--- config.mk ---
export PLATFORM = sky130hd
export DESIGN_NAME = renkon_layer_seq_flat
export DESIGN_NICKNAME = d
export VERILOG_FILES = /design/src/rtl/renkon_layer_seq_if.sv /design/src/rtl/renkon_layer_seq.sv /design/src/flat_wrapper.sv
export SDC_FILE = /design/constraint.sdc
export NUM_CORES = 1
export LEC_CHECK = 0
export CAP_MARGIN = 40
export CORE_UTILIZATION = 35
export DETAILED_ROUTE_END_ITERATION = 10
export PLACE_DENSITY = 0.63
export SYNTH_ARGS = -nofsm -noshare
export SYNTH_HDL_FRONTEND = slang
export SYNTH_SLANG_ARGS = --single-unit
--- constraint.sdc ---
create_clock -name clk -period 11.45 [get_ports clk]
set_input_delay 2.29 -clock clk [delete_from_list [all_inputs] [get_ports clk]]
set_output_delay 2.29 -clock clk [all_outputs]
set_load 0.01 [all_outputs]
--- src/rtl/renkon_layer_seq_if.sv ---
// Host-config and renkon_ctrl handshake bundle for the layer sequencer.
// master = sequencer side, slave = host / controller side.
interface renkon_layer_seq_if #(
  parameter int unsigned LWIDTH  = 10,
  parameter int unsigned IMGSIZE = 12,
  parameter int unsigned LAYLOG  = 3
);
  logic                cfg_we;
  logic [LAYLOG-1:0]   cfg_idx;
  logic [LWIDTH-1:0]   cfg_total_in;
  logic [LWIDTH-1:0]   cfg_total_out;
  logic [LWIDTH-1:0]   cfg_img_size;
  logic [LWIDTH-1:0]   cfg_fil_size;
  logic [LWIDTH-1:0]   cfg_pool_size;
  logic [LAYLOG:0]     nlayer;
  logic                start;
  logic                ack;
  logic                req;
  logic [LWIDTH-1:0]   total_in;
  logic [LWIDTH-1:0]   total_out;
  logic [LWIDTH-1:0]   img_size;
  logic [LWIDTH-1:0]   fil_size;
  logic [LWIDTH-1:0]   pool_size;
  logic [IMGSIZE-1:0]  in_base;
  logic [IMGSIZE-1:0]  out_base;
  logic [LAYLOG-1:0]   layer_idx;
  logic                busy;
  logic                done;

  modport master (
    input  cfg_we, cfg_idx, cfg_total_in, cfg_total_out, cfg_img_size,
           cfg_fil_size, cfg_pool_size, nlayer, start, ack,
    output req, total_in, total_out, img_size, fil_size, pool_size,
           in_base, out_base, layer_idx, busy, done
  );

  modport slave (
    output cfg_we, cfg_idx, cfg_total_in, cfg_total_out, cfg_img_size,
           cfg_fil_size, cfg_pool_size, nlayer, start, ack,
    input  req, total_in, total_out, img_size, fil_size, pool_size,
           in_base, out_base, layer_idx, busy, done
  );
endinterface

--- src/rtl/renkon_layer_seq.sv ---
// Layer sequencer: walks a small layer-config table, handshaking each layer with
// renkon_ctrl and ping-ponging image buffers between layers.
module renkon_layer_seq #(
  parameter int unsigned LWIDTH   = 10,
  parameter int unsigned IMGSIZE  = 12,
  parameter int unsigned MAXLAYER = 8,
  parameter int unsigned LAYLOG   = 3,
  parameter int unsigned BASE_A   = 0,
  parameter int unsigned BASE_B   = 2048
) (
  input  logic               clk,
  input  logic               xrst,
  renkon_layer_seq_if.master bus
);
  localparam int unsigned NW = LAYLOG + 1;
  localparam logic [IMGSIZE-1:0] BA = IMGSIZE'(BASE_A);
  localparam logic [IMGSIZE-1:0] BB = IMGSIZE'(BASE_B);

  typedef struct packed {
    logic [LWIDTH-1:0] total_in;
    logic [LWIDTH-1:0] total_out;
    logic [LWIDTH-1:0] img_size;
    logic [LWIDTH-1:0] fil_size;
    logic [LWIDTH-1:0] pool_size;
  } geom_t;

  typedef enum logic [2:0] {
    IDLE, LOAD, REQ, WAIT_LO, WAIT_HI, NEXT, FIN
  } state_t;

  geom_t              table_q [MAXLAYER];
  state_t             state_q, state_d;
  geom_t              geom_q, geom_d;
  logic [NW-1:0]      nlayer_q, nlayer_d;
  logic [LAYLOG-1:0]  idx_q, idx_d;
  logic [IMGSIZE-1:0] in_base_q, in_base_d, out_base_q, out_base_d;
  logic               req_q, req_d, busy_q, busy_d, done_q, done_d;

  // Config table: intentionally not reset, frozen while a run is active.
  always_ff @(posedge clk) begin
    if (bus.cfg_we && !busy_q && (int'(bus.cfg_idx) < int'(MAXLAYER))) begin
      table_q[bus.cfg_idx] <= '{total_in:  bus.cfg_total_in,
                                total_out: bus.cfg_total_out,
                                img_size:  bus.cfg_img_size,
                                fil_size:  bus.cfg_fil_size,
                                pool_size: bus.cfg_pool_size};
    end
  end

  // Next-state and next-output logic.
  always_comb begin
    state_d    = state_q;
    geom_d     = geom_q;
    nlayer_d   = nlayer_q;
    idx_d      = idx_q;
    in_base_d  = in_base_q;
    out_base_d = out_base_q;
    req_d      = 1'b0;
    busy_d     = busy_q;
    done_d     = 1'b0;
    unique case (state_q)
      IDLE: begin
        if (bus.start) begin
          nlayer_d   = (bus.nlayer > NW'(MAXLAYER)) ? NW'(MAXLAYER) : bus.nlayer;
          idx_d      = '0;
          in_base_d  = BA;
          out_base_d = BB;
          busy_d     = 1'b1;
          state_d    = (bus.nlayer == '0) ? FIN : LOAD;
        end
      end
      LOAD: begin
        geom_d  = table_q[idx_q];
        state_d = REQ;
      end
      REQ: begin
        if (bus.ack) begin
          req_d   = 1'b1;
          state_d = WAIT_LO;
        end
      end
      WAIT_LO: if (!bus.ack) state_d = WAIT_HI;
      WAIT_HI: if (bus.ack) state_d = NEXT;
      NEXT: begin
        if (NW'(idx_q) == nlayer_q - NW'(1)) begin
          state_d = FIN;
        end else begin
          idx_d      = idx_q + LAYLOG'(1);
          in_base_d  = out_base_q;
          out_base_d = in_base_q;
          state_d    = LOAD;
        end
      end
      FIN: begin
        done_d  = 1'b1;
        busy_d  = 1'b0;
        state_d = IDLE;
      end
      default: state_d = IDLE;
    endcase
  end

  // State and registered outputs; reset aborts any run without a done pulse.
  always_ff @(posedge clk or negedge xrst) begin
    if (!xrst) begin
      state_q    <= IDLE;
      geom_q     <= '0;
      nlayer_q   <= '0;
      idx_q      <= '0;
      in_base_q  <= BA;
      out_base_q <= BB;
      req_q      <= 1'b0;
      busy_q     <= 1'b0;
      done_q     <= 1'b0;
    end else begin
      state_q    <= state_d;
      geom_q     <= geom_d;
      nlayer_q   <= nlayer_d;
      idx_q      <= idx_d;
      in_base_q  <= in_base_d;
      out_base_q <= out_base_d;
      req_q      <= req_d;
      busy_q     <= busy_d;
      done_q     <= done_d;
    end
  end

  assign bus.req       = req_q;
  assign bus.busy      = busy_q;
  assign bus.done      = done_q;
  assign bus.layer_idx = idx_q;
  assign bus.in_base   = in_base_q;
  assign bus.out_base  = out_base_q;
  assign bus.total_in  = geom_q.total_in;
  assign bus.total_out = geom_q.total_out;
  assign bus.img_size  = geom_q.img_size;
  assign bus.fil_size  = geom_q.fil_size;
  assign bus.pool_size = geom_q.pool_size;
endmodule

--- src/flat_wrapper.sv ---
// flat-port wrapper written by rule: the top's interface ports become plain ports
module renkon_layer_seq_flat 
#(
  parameter int unsigned LWIDTH   = 10,
  parameter int unsigned IMGSIZE  = 12,
  parameter int unsigned MAXLAYER = 8,
  parameter int unsigned LAYLOG   = 3,
  parameter int unsigned BASE_A   = 0,
  parameter int unsigned BASE_B   = 2048
)
  (clk, xrst, bus_cfg_we, bus_cfg_idx, bus_cfg_total_in, bus_cfg_total_out, bus_cfg_img_size, bus_cfg_fil_size, bus_cfg_pool_size, bus_nlayer, bus_start, bus_ack, bus_req, bus_total_in, bus_total_out, bus_img_size, bus_fil_size, bus_pool_size, bus_in_base, bus_out_base, bus_layer_idx, bus_busy, bus_done);
  renkon_layer_seq_if #(.LWIDTH(LWIDTH), .IMGSIZE(IMGSIZE), .LAYLOG(LAYLOG)) bus_i ();
  input  logic clk;
  input  logic xrst;
  input wire logic [$bits(bus_i.cfg_we)-1:0] bus_cfg_we;
  input wire logic [$bits(bus_i.cfg_idx)-1:0] bus_cfg_idx;
  input wire logic [$bits(bus_i.cfg_total_in)-1:0] bus_cfg_total_in;
  input wire logic [$bits(bus_i.cfg_total_out)-1:0] bus_cfg_total_out;
  input wire logic [$bits(bus_i.cfg_img_size)-1:0] bus_cfg_img_size;
  input wire logic [$bits(bus_i.cfg_fil_size)-1:0] bus_cfg_fil_size;
  input wire logic [$bits(bus_i.cfg_pool_size)-1:0] bus_cfg_pool_size;
  input wire logic [$bits(bus_i.nlayer)-1:0] bus_nlayer;
  input wire logic [$bits(bus_i.start)-1:0] bus_start;
  input wire logic [$bits(bus_i.ack)-1:0] bus_ack;
  output wire logic [$bits(bus_i.req)-1:0] bus_req;
  output wire logic [$bits(bus_i.total_in)-1:0] bus_total_in;
  output wire logic [$bits(bus_i.total_out)-1:0] bus_total_out;
  output wire logic [$bits(bus_i.img_size)-1:0] bus_img_size;
  output wire logic [$bits(bus_i.fil_size)-1:0] bus_fil_size;
  output wire logic [$bits(bus_i.pool_size)-1:0] bus_pool_size;
  output wire logic [$bits(bus_i.in_base)-1:0] bus_in_base;
  output wire logic [$bits(bus_i.out_base)-1:0] bus_out_base;
  output wire logic [$bits(bus_i.layer_idx)-1:0] bus_layer_idx;
  output wire logic [$bits(bus_i.busy)-1:0] bus_busy;
  output wire logic [$bits(bus_i.done)-1:0] bus_done;
  assign bus_i.cfg_we = bus_cfg_we;
  assign bus_i.cfg_idx = bus_cfg_idx;
  assign bus_i.cfg_total_in = bus_cfg_total_in;
  assign bus_i.cfg_total_out = bus_cfg_total_out;
  assign bus_i.cfg_img_size = bus_cfg_img_size;
  assign bus_i.cfg_fil_size = bus_cfg_fil_size;
  assign bus_i.cfg_pool_size = bus_cfg_pool_size;
  assign bus_i.nlayer = bus_nlayer;
  assign bus_i.start = bus_start;
  assign bus_i.ack = bus_ack;
  assign bus_req = bus_i.req;
  assign bus_total_in = bus_i.total_in;
  assign bus_total_out = bus_i.total_out;
  assign bus_img_size = bus_i.img_size;
  assign bus_fil_size = bus_i.fil_size;
  assign bus_pool_size = bus_i.pool_size;
  assign bus_in_base = bus_i.in_base;
  assign bus_out_base = bus_i.out_base;
  assign bus_layer_idx = bus_i.layer_idx;
  assign bus_busy = bus_i.busy;
  assign bus_done = bus_i.done;
  renkon_layer_seq #(.LWIDTH(LWIDTH), .IMGSIZE(IMGSIZE), .MAXLAYER(MAXLAYER), .LAYLOG(LAYLOG), .BASE_A(BASE_A), .BASE_B(BASE_B)) u_core (.clk(clk), .xrst(xrst), .bus(bus_i));
endmodule
Yosys cells after proc, flatten, opt, wreduce, memory -nomap -nowiden
Memory sizes are Yosys's and may differ from the RTL's. A register that Yosys moved wholly into a read port is not among the register bits. Index checks and enable logic that the tools add are counted.

Flip-flop bits (word level): 37. Latch bits: 0. Memory bits (writable): 400. Memory bits (read-only): 0. Input port bits: 62. Output and inout bits: 80. Logic and storage cells: 59. Memories: 1.

Memory list: u_core.table_q (words 8, bits a word 50, rd ports 1, clocked after memory_dff 1, write ports 1, RTL line renkon_layer_seq.sv:31) `geom_t table_q [MAXLAYER];`.

Add/subtract/negate cells: 2. Multiply operators: 0. Div/mod/pow operators: 0. Magnitude comparators: 1. Eq/ne operators: 12. Shift-type cells: 0. Mux-type cells: 24. Bitwise operators: 0. Reduce and logical (&&, ||, !) cells: 11.

Operators with widths (number): 2-to-1 mux 12 bit (4); case mux 12 bit (2 select lines) (2); 2-to-1 mux 3 bit (8); case mux 3 bit (6 select lines) (1); inequality test 2 bit, second input constant (5); == test 3 bit, second input constant (3); == test 3 x 2 -> 1 bit, second input constant (2); 2-to-1 mux 1 bit (6); case mux 3 bit (2 select lines) (1); == test 3 x 4 -> 1 bit (1); greater-than comparator 4 bit, second input constant (1); logical NOT 4 bit (1); 2-to-1 mux 4 bit (1); AND reduction 2 bit (2); AND reduction 4 bit (1); nonzero test 2 bit (2); subtractor 4 x 1 -> 4 bit, second input constant (1); adder 3 x 1 -> 3 bit, second input constant (1); == test 3 x 1 -> 1 bit, second input constant (1); logical NOT 3 bit (1); AND reduction 3 bit (1); logical NOT 1 bit (2); case mux 1 bit (2 select lines) (1); logical AND 1 bit (1).

Longest topological paths before layout
Gate-level depths: netlist (run 1).

Depth after elaboration: 4. Mapped depth: 8. Gate-level depth less buffers: 7.

Worst setup path before layout (run 1)
No wires, ideal clock.

Path type: input -> register. Start point: input port bus_cfg_idx[2]. End point: memory u_core.table_q[0][0] (netlist bit), enable pin. Setup time: 0.520 ns. Data arrival time: 5.914 ns. Data required time: 10.930 ns. Path slack: 5.016 ns. Stages on the path: 2. Buffers on the path: 0. Path through: nand3b_1 nor3_1.

RTL lines: start: declaration (RTL line flat_wrapper.sv:16) `input wire logic [$bits(bus_i.cfg_idx)-1:0] bus_cfg_idx;`; end: declaration (RTL line renkon_layer_seq.sv:31).

No word-level cell before the write port.

Final worst setup path (run 1)
Start point: register u_core.idx_q[1] (netlist: u_core.bus.layer_idx[1]). End point: output port bus_layer_idx[1].

RTL lines: start: declaration (RTL line renkon_layer_seq.sv:35) `logic [LAYLOG-1:0] idx_q, idx_d;`; start signal: assignment (RTL line renkon_layer_seq.sv:119) `idx_q <= idx_d;`; end: declaration (RTL line flat_wrapper.sv:33) `output wire logic [$bits(bus_i.layer_idx)-1:0] bus_layer_idx;`.

No word-level cell between the ends.

==> impl_metrics.yaml, run 1 <==
sta:
  timing.hold.ws_ns: 0.5117
  fin_setup_tns_ns: 0
  worst_pin_slew_ns: 0.8692
  period_minus_slack_ns: 4.445
  final-hold-violation-count: 0
  fmaxAchievable_mhz: 225.0
  relSlewSlack: 0.4205
  worst_slack_ns: 7.005
  drv_slew: 0
  post-route-period-util: 0.3882
  rsz0062_at_grt: "false"
  setup_viol: 0
  finClkSkew_ns: 0.02261
logic_synthesis:
  synth_top_area_frac: 0.6541
  ys_top_cells_by_area: "edfxtp_1 (65%), mux4_2 (12%), dfrtp_1 (12%)"
  syn_area_mm2: 0.01836
  syn_inst: 932
  yosys.cell_types.count: 34
  yosysSeqAreaShare: 0.7728
  synth-seq-cells: 487
  syn_area_per_cell_um2: 19.70
  yosys.area.top_type: "edfxtp_1"
  synth-warning-count: 0
  synth_nets: 996
clocking:
  tritoncts: "done"
  cts_setup_buffers: 0
  cts_buffers: 49
  cts.sinks: 487
  cts_max_level: 2
  cts_root_buf: "clkbuf_16"
  clkLatencyLatePin_ns: 0.58
  holdBufCountCts: 0
  cts.path.max_buffers: 3
  cts.repair.resized: 0
  clkTransAtPathRegs_ns: 0.06
route:
  first_iter_violations: 688
  wl_per_cell_um: 20.10
  drc: 0
  antenna_left: 0
  drt_first_pass_iters: 4
  viasPerCell: 4.890
  routed_wl_um: 36470
  via_count: 8875
global_route:
  grt-ovfl-total: 0
  track_usage: 0.1381
  grt_pass1_wl_um: 55660
  grt_pass1_vias: 9157
  antenna_found_initial: 6
  grt_start_max_net_pins: 56
power_and_ir_drop:
  p_seq_frac: 0.441
  switchingPower_w: 0.001392
  pwr-share-clk: 0.315
  p_int_w: 0.003697
  power_w: 0.005088
  pwr-share-comb: 0.244
  switching_share: 0.2735
  p_leak_nw: 7.121
  vdd_ir_drop_max_mv: 0.1167
  p_per_area_mw_per_mm2: 228.1
placement:
  finalWeightedCongestion: 0.7110
  dp_hpwl_um: 20820
  io_buffers: 141
  post-place-ws_ns: 6.691
  placed_cells: 1722
critical_path:
  cp.buffers_inverters: 1
  worstSetupPathType: "flop to primary output"
  crit_chain: "clkdlybuf4s50_1"
  end_kind: "primary output"
  crit_slowest_cell: "dfrtp_4"
  start_kind: "flop"
  worstPathArrival_ns: 2.16
  worst_path_dominant_cell_family: "flip-flops"
  critPathRequiredTime_ns: 9.16
  worstPathMaxFanout: 42
  slowest_delay_ns: 0.87
run_status:
  status: "complete, no violations"
final_layout:
  final-seq-area_mm2: 0.01420
  final_nets: 1157
  fill_cells: 4390
  multi_input_area_mm2: 0.003990
  fin_cells: 1815
  areaGrowthSynthToFinish_pct: 21.46
  drive_above_1_share: 0.1853
floorplanning:
  initial_core_util: 0.3558
  core_area_mm2: 0.05161
  die_h_um: 231.1
  boundaryPins: 142
  dieArea_mm2: 0.05338
  rows: 83
  dieWidth_um: 231.1
hold_path:
  hp-class: "flop to flop"
run:
  drv_cap: 0
-- layer usage --
metal / track usage / part of all wire / vias to the layer above / wire [µm]
met5: 0 / 0.0012 / - / 43
met4: 0.03373 / 0.012 / 8 / 453
met3: 0.03568 / 0.053 / 34 / 1940
met2: 0.2225 / 0.48 / 188 / 17650
met1: 0.1870 / 0.45 / 4633 / 16390
li1: - / - / 4012 / -
-- sequential cells by signal, indices dropped and copies added, names as in the netlist, 4 cells and up --
name	cells
u_core.bus.fil_size	10
u_core.bus.img_size	10
u_core.bus.in_base	12
u_core.bus.out_base	12
u_core.bus.pool_size	10
u_core.bus.total_in	10
u_core.bus.total_out	10
u_core.nlayer_q	4
u_core.table_q	400
-- through the flow --
| step | instance area (µm²) | utilization |
|---|---|---|
| finish | 22300 | 0.4321 |
| floorplan | 18360 | - |
| global placement | 20570 | 0.3986 |
| global route | 22300 | 0.4321 |
| detailed placement | 20680 | 0.4006 |
| CTS | 22300 | 0.4320 |
-- kinds of logic (layout without fill, tap and decap cells) --
family,after synthesis,after routing,share of synthesized area
AND/OR/NAND/NOR,144,144,0.03291
flip-flops,487,487,0.7728
AO/OA/AOI/OAI,90,90,0.02657
adder cells (fa/ha/maj),2,2,0.001363
other,0,2,0
XOR/XNOR,3,3,0.001431
multiplexers,153,153,0.1516
buffers and inverters,53,254,0.01336
-- synthesized netlist by cell type --
cell type	instances
edfxtp_1	400
mux4_2	100
dfrtp_1	86
nand2_1	60
nor2_1	59
a21oi_1	53
mux2i_1	52
o21ai_0	30
clkbuf_1	19
buf_2	11
buf_1	10
buf_4	8
nand2b_1	6
nor3_1	6
and3b_1	3
inv_1	3
nor2b_1	3
clkbuf_2	2
ha_1	2
nor4_1	2
o21a_1	2
o21ai_1	2
xnor2_1	2
a311o_1	1
and2b_1	1
dfstp_2	1
mux2_2	1
nand3_1	1
nand3b_1	1
o311ai_2	1
o31ai_4	1
or2_2	1
or3_1	1
xor2_1	1
-- power groups by stage --
stage               sequential (W)  combinational, W  clock [W]
global placement           0.00228           0.00123          0
floorplan                  0.00226          0.000775          0
CTS                        0.00225           0.00127    0.00165
global route               0.00227           0.00135    0.00171
detailed placement         0.00229           0.00127          0
finish                     0.00224           0.00124    0.00160
-- final cells by class --
class | count | area share
inverter | 3 | 0.0005049
multi-input combinational | 392 | 0.1789
clock inverter | 35 | 0.01560
timing repair buffer | 160 | 0.07282
antenna | 2 | 0.0002244
sequential | 487 | 0.6367
clock buffer | 56 | 0.05711
tap | 680 | 0.03815
-- worst paths after layout --
kind / slack, ns / startpoint / depth (start not counted) / endpoint
worst min-delay path: 0.51 / u_core.bus.in_base[9]$_DFFE_PN0P_ / 2 / u_core.bus.out_base[9]$_DFFE_PN0P_
worst max register to register: 8.87 / u_core.bus.layer_idx[2]$_DFFE_PN0P_ / 7 / u_core.bus.layer_idx[2]$_DFFE_PN0P_
worst min register to register: 0.51 / u_core.bus.in_base[9]$_DFFE_PN0P_ / 2 / u_core.bus.out_base[9]$_DFFE_PN0P_
max in group asynchronous: 8.63 / xrst / 2 / u_core.bus.layer_idx[1]$_DFFE_PN0P_
worst max-delay path: 7.00 / u_core.bus.layer_idx[1]$_DFFE_PN0P_ / 1 / bus_layer_idx[1]
min in group asynchronous: 1.72 / xrst / 1 / u_core.nlayer_q[2]$_DFFE_PN0P_
-- placed cells by master, fill, tap and decap left out, types with 2 or more instances in the layout --
cell and count:
edfxtp_1 400, clkdlybuf4s50_1 140, mux4_2 100, dfrtp_1 83
nand2_1 60, nor2_1 53, a21oi_1 53, mux2i_1 52
clkbuf_16 50, o21ai_0 30, buf_4 16, clkinv_1 12
clkinv_2 11, nor2_4 6, nand2b_1 6, bufinv_16 6
clkbuf_1 6, nor3_1 4, inv_1 3, and3b_1 3
clkinvlp_4 3, buf_16 3, dfrtp_4 3, diode_2 2
nor3_2 2, o21a_1 2, xnor2_1 2, nor4_1 2
o21ai_1 2, nor2b_1 2, ha_1 2
Power figures use the tool's default switching activity.
==> inputs of run 2 (changes only) <==
Settings changed: PLACE_DENSITY 0.63 to 0.65.
Clock period 11.45 ns to 3.8 ns, I/O delays scaled along.
==> run 2 against run 1 <==
  * Sequential cell count unchanged
  * Core utilization hardly changed
  * Largest power group unchanged
  * Combinational power rose to 3.0 times the previous value
  * Worst hold slack worse by 0.28 ns
  * First-iteration DRC count fell by 21%
  * Die area unchanged
  * Via count is 1.0% higher
  * Cell count increased by 0.11%
  * Critical path type unchanged
  * Sequential power grew to 3.0 times the previous value
  * Clock skew rose by 0.015 ns
  * Register-to-register slack worse by 7.4 ns
  * Clock power grew to 2.9 times the previous value
==> impl_metrics.yaml, run 2 (synthesized netlist as in run 1, its figures left out) <==
run_status:
  status: "complete, no violations"
floorplanning:
  die_h_um: 231.1
  rows: 83
  dieArea_mm2: 0.05338
  core_area_mm2: 0.05161
  dieWidth_um: 231.1
  initial_core_util: 0.3558
  boundaryPins: 142
global_route:
  track_usage: 0.1414
  grt_start_max_net_pins: 91
  antenna_found_initial: 4
  grt-ovfl-total: 0
  grt_pass1_wl_um: 57150
  grt_pass1_vias: 9574
power_and_ir_drop:
  vdd_ir_drop_max_mv: 0.4142
  p_per_area_mw_per_mm2: 677.8
  p_leak_nw: 7.114
final_layout:
  final_util: 0.4326
  drive_above_1_share: 0.1822
  final_nets: 1160
  final_common_cell: "edfxtp_1"
  fin_cells: 1817
  areaGrowthSynthToFinish_pct: 21.60
  largest_reg_flops: 400
  final_cell_mix: "edfxtp_1 (400), clkdlybuf4s50_1 (140), mux4_2 (100)"
  top_register: "u_core.table_q"
critical_path:
  worstPathMaxFanout: 26
  crit_chain: "clkdlybuf4s50_1"
  worstSetupPathType: "flop to primary output"
  worstPathArrival_ns: 2.06
  slowest_delay_ns: 0.78
  critPathRequiredTime_ns: 3.04
  end_kind: "primary output"
  endpoint: "bus_layer_idx[0]"
  worst_path_dominant_cell_family: "flip-flops"
  crit_slowest_cell: "dfrtp_4"
  crit-reg2reg-capture: "u_core.bus.fil_size[1]$_DFFE_PN0P_"
  cp.buffers_inverters: 1
  reg2reg_slack_ns: 1.45
  reg2reg_from: "u_core.bus.layer_idx[0]$_DFFE_PN0P_"
  reg2reg_depth: 4
  critPathLaunch: "u_core.bus.layer_idx[0]$_DFFE_PN0P_"
  critical_path_cell_count: 1
  start_kind: "flop"
route:
  first_iter_violations: 546
  via_count: 8966
  drt_first_pass_iters: 5
  drc: 0
  viasPerCell: 4.935
  routed_wl_um: 36920
  antenna_left: 0
  wl_per_cell_um: 20.32
clocking:
  clkTransAtPathRegs_ns: 0.06
  clkLatencyLatePin_ns: 0.61
  cts_setup_buffers: 0
  cts.repair.resized: 0
  cts.sinks: 487
  cts_root_buf: "clkbuf_16"
  cts_max_level: 2
  cts_buffers: 51
  tritoncts: "done"
  holdBufCountCts: 0
  cts.path.max_buffers: 3
sta:
  drv_slew: 0
  relSlewSlack: 0.4952
  fmaxAchievable_mhz: 354.7
  period_minus_slack_ns: 2.819
  worst_pin_slew_ns: 0.7571
  fin_setup_tns_ns: 0
  timing.hold.ws_ns: 0.2322
  setup_viol: 0
  rsz0062_at_grt: "false"
  final-hold-violation-count: 0
  finClkSkew_ns: 0.03766
  worst_slack_ns: 0.9806
  post-route-period-util: 0.7419
placement:
  io_buffers: 141
  post-place-ws_ns: 0.9981
  placed_cells: 1723
  dp_hpwl_um: 20780
  finalWeightedCongestion: 0.7041
hold_path:
  hp-class: "input port to asynchronous set/reset pin"
run:
  drv_cap: 0
run 2: cell count changes in the layout (fill, tap and decap cells not counted), moves of 2 or more:
cell and delta:
buf_12 +9, buf_16 -2, buf_4 -6, bufinv_16 -5, clkbuf_1 +12, clkbuf_8 +3
clkinv_1 -6, clkinv_2 -3, clkinv_4 +2, clkinvlp_4 -3, nor3_2 -2, nor3_4 +2
run 2: layout make-up:
class,count,area [µm²]
clock buffer,72,1385
antenna,1,2.502
inverter,3,11.26
tap,680,850.8
timing repair buffer,161,1704
sequential,487,14200
fill,4462,29280
multi-input combinational,392,4003
clock inverter,21,171.4
run 2: worst min-delay path by stage:
stage | start | endpoint | slack, ns | depth (start not counted)
floorplan | xrst | u_core.bus.busy$_DFFE_PN0P_ | 0.46 | 0
global placement | u_core.bus.in_base[5]$_DFFE_PN0P_ | u_core.bus.out_base[5]$_DFFE_PN0P_ | 0.48 | 2
detailed placement | u_core.bus.in_base[5]$_DFFE_PN0P_ | u_core.bus.out_base[5]$_DFFE_PN0P_ | 0.49 | 2
CTS | xrst | u_core.bus.total_out[8]$_DFFE_PN0P_ | 0.25 | 1
global route | xrst | u_core.bus.in_base[10]$_DFFE_PN0P_ | 0.28 | 1
finish | xrst | u_core.nlayer_q[0]$_DFFE_PN0P_ | 0.23 | 1
run 2: worst reg2reg max path: cells and delay by family (launching register included):
| kind | cells | cell delay [ns] |
|---|---|---|
| AO/OA/AOI/OAI | 1 | 0.10 |
| flip-flops | 1 | 0.78 |
| buffers and inverters | 1 | 0.51 |
| multiplexers | 2 | 0.80 |
run 2: routing by layer:
metal | up-vias | GRT usage | share of wire
met3 | 53 | 0.03310 | 0.053
met5 | - | 0 | 0.0011
met1 | 4683 | 0.1878 | 0.43
li1 | 4025 | - | -
met4 | 6 | 0.03580 | 0.016
met2 | 199 | 0.2340 | 0.50
run 2: per-stage QoR:
| stage | area, µm² | power, W |
|---|---|---|
| finish | 22330 | 0.01513 |
| global route | 22330 | 0.01590 |
| CTS | 22330 | 0.01540 |
| detailed placement | 20770 | 0.01070 |
| global placement | 20740 | 0.01063 |
| floorplan | 18370 | 0.009151 |
run 2: where the power goes:
group / internal (W) / total, W / switching [W]
clock network: 0.00262 / 0.00466 / 0.00203
logic: 0.00200 / 0.00378 / 0.00178
registers: 0.00630 / 0.00670 / 0.000401
total: 0.0109 / 0.0151 / 0.00422
==> inputs of run 3 (changes only) <==
Clock period 3.8 ns to 2.3 ns, I/O delays scaled along.
==> run 3 against run 2 <==
  * Die area is the same
  * Highest routed layer unchanged
  * Via count is 1.7% higher
  * Clock-buffer cell count down 1
  * First-iteration DRC count up 11%
  * Worst hold slack improved by 0.24 ns
  * Clock skew fell by 0.016 ns
==> impl_metrics.yaml, run 3 (synthesized netlist as in run 1, its figures left out) <==
run_status:
  status: "complete, no violations"
sta:
  post-route-period-util: 0.9449
  period_minus_slack_ns: 2.173
  rsz0062_at_grt: "false"
  drv_slew: 0
  worst_pin_slew_ns: 0.5935
  setup_viol: 0
  fmaxAchievable_mhz: 460.1
  final-hold-violation-count: 0
  finClkSkew_ns: 0.02162
  relSlewSlack: 0.6007
  worst_slack_ns: 0.1267
  timing.hold.ws_ns: 0.4743
clocking:
  tritoncts: "done"
  cts_max_level: 2
  cts_buffers: 51
  clkTransAtPathRegs_ns: 0.06
  cts_root_buf: "clkbuf_16"
  clkLatencyLatePin_ns: 0.59
  cts.sinks: 487
  cts.path.max_buffers: 3
global_route:
  antenna_found_initial: 1
  grt_pass1_vias: 9680
  track_usage: 0.1510
  grt-ovfl-total: 0
  grt_pass1_wl_um: 60020
  grt_start_max_net_pins: 101
placement:
  finalWeightedCongestion: 0.7227
  dp_hpwl_um: 23000
  place_area_mm2: 0.02110
  io_buffers: 141
  post-place-ws_ns: 0.1674
critical_path:
  crit_slowest_cell: "clkdlybuf4s50_1"
  start_kind: "flop"
  crit-reg2reg-capture: "u_core.bus.in_base[9]$_DFFE_PN0P_"
  cp.buffers_inverters: 1
  crit_chain: "clkdlybuf4s50_1"
  worst_path_dominant_cell_family: "buffers and inverters"
  reg2reg_slack_ns: 0.25
  slowest_delay_ns: 0.58
  reg2reg_depth: 8
  critPathRequiredTime_ns: 1.84
  end_kind: "primary output"
  reg2reg_from: "u_core.nlayer_q[0]$_DFFE_PN0P_"
  worstPathArrival_ns: 1.71
  worstPathMaxFanout: 10
  worstSetupPathType: "flop to primary output"
floorplanning:
  die_h_um: 231.1
  initial_core_util: 0.3558
  dieArea_mm2: 0.05338
  dieWidth_um: 231.1
  boundaryPins: 142
  core_area_mm2: 0.05161
  rows: 83
final_layout:
  fill_cells: 4360
  areaGrowthSynthToFinish_pct: 24.56
  top_register: "u_core.table_q"
  drive_above_1_share: 0.2069
  largest_reg_flops: 400
  stdcell_area_mm2: 0.02287
  final_common_cell: "edfxtp_1"
  final_cell_mix: "edfxtp_1 (400), clkdlybuf4s50_1 (139), mux4_2 (100)"
  final_nets: 1187
power_and_ir_drop:
  p_leak_nw: 7.372
  p_per_area_mw_per_mm2: 1135
  vdd_ir_drop_max_mv: 0.6693
route:
  drt_first_pass_iters: 4
  antenna_left: 0
  first_iter_violations: 604
  drc: 0
  wl_per_cell_um: 21.32
  via_count: 9115
  routed_wl_um: 39370
  viasPerCell: 4.938
hold_path:
  hp-class: "input port to asynchronous set/reset pin"
run:
  drv_cap: 0
## run 3: cell types whose count changed in the layout (fill, tap and decap cells not counted), moves of 2 or more
cell        previous run  this run
bufinv_16              1         4
buf_4                 10        21
clkbuf_1              18        14
clkinv_2               8         6
inv_6                  1         3
clkinvlp_4             0         2
clkbuf_8               3         6
bufbuf_16              0         2
buf_12                10        22
## run 3: power breakdown
group / total [W] / leakage (nW) / switching, W / internal [W]
Combinational: 0.00689 / 1.92 / 0.00326 / 0.00363
Clock: 0.00815 / 0.814 / 0.00339 / 0.00476
Sequential: 0.0109 / 4.64 / 0.000523 / 0.0104
## run 3: timing repair
action                                 4_1_cts  5_1_grt
gates cloned                                 2        0
hold buffers                                 1        0
endpoints found under the hold margin       86        0
resized for setup                            2        1
setup endpoints to repair                    1       10
buffers inserted                             1        0
## run 3: area by class of cell
| class | count | area [µm²] | share of cell area |
|---|---|---|---|
| timing repair buffer | 188 | 2112 | 0.09234 |
| inverter | 3 | 11.26 | 0.0004923 |
| clock buffer | 71 | 1411 | 0.06170 |
| multi-input combinational | 392 | 4015 | 0.1755 |
| sequential | 487 | 14200 | 0.6209 |
| tap | 680 | 850.8 | 0.03720 |
| antenna | 1 | 2.502 | 0.0001094 |
| clock inverter | 24 | 269.0 | 0.01176 |
## run 3: per-layer routing
layer | vias up | part of all wire | GRT usage
met3 | 64 | 0.052 | 0.02817
met5 | - | 0.00033 | 0
met4 | 2 | 0.022 | 0.04553
li1 | 4078 | - | -
met2 | 233 | 0.48 | 0.2409
met1 | 4738 | 0.45 | 0.2105
## run 3: worst min-delay path: cells and delay by family
family / cells / cell delay [ns]
buffers and inverters: 3 / 1.04
## run 3: through the flow
| step | instances | total power [W] | TNS [ns] | utilization |
|---|---|---|---|---|
| floorplan | 932 | 0.01513 | -45.03 | - |
| global placement | 1746 | 0.01804 | 0 | 0.4088 |
| detailed placement | 1746 | 0.01812 | 0 | 0.4088 |
| CTS | 1845 | 0.02636 | 0 | 0.4430 |
| global route | 1845 | 0.02725 | 0 | 0.4431 |
| finish | 1846 | 0.02597 | 0 | 0.4432 |
## run 3: worst max-delay path by stage
| stage | slack (ns) | cells after the start | from | end |
|---|---|---|---|---|
| floorplan | -0.22 | 2 | bus_cfg_idx[2] | u_core.table_q[1][0]$_DFFE_PP_ |
| global placement | 0.15 | 5 | bus_cfg_idx[2] | u_core.table_q[0][12]$_DFFE_PP_ |
| detailed placement | 0.17 | 5 | bus_cfg_idx[2] | u_core.table_q[1][33]$_DFFE_PP_ |
| CTS | 0.08 | 1 | u_core.bus.layer_idx[0]$_DFFE_PN0P_ | bus_layer_idx[0] |
| global route | 0.06 | 1 | u_core.bus.layer_idx[0]$_DFFE_PN0P_ | bus_layer_idx[0] |
| finish | 0.13 | 1 | u_core.bus.layer_idx[0]$_DFFE_PN0P_ | bus_layer_idx[0] |
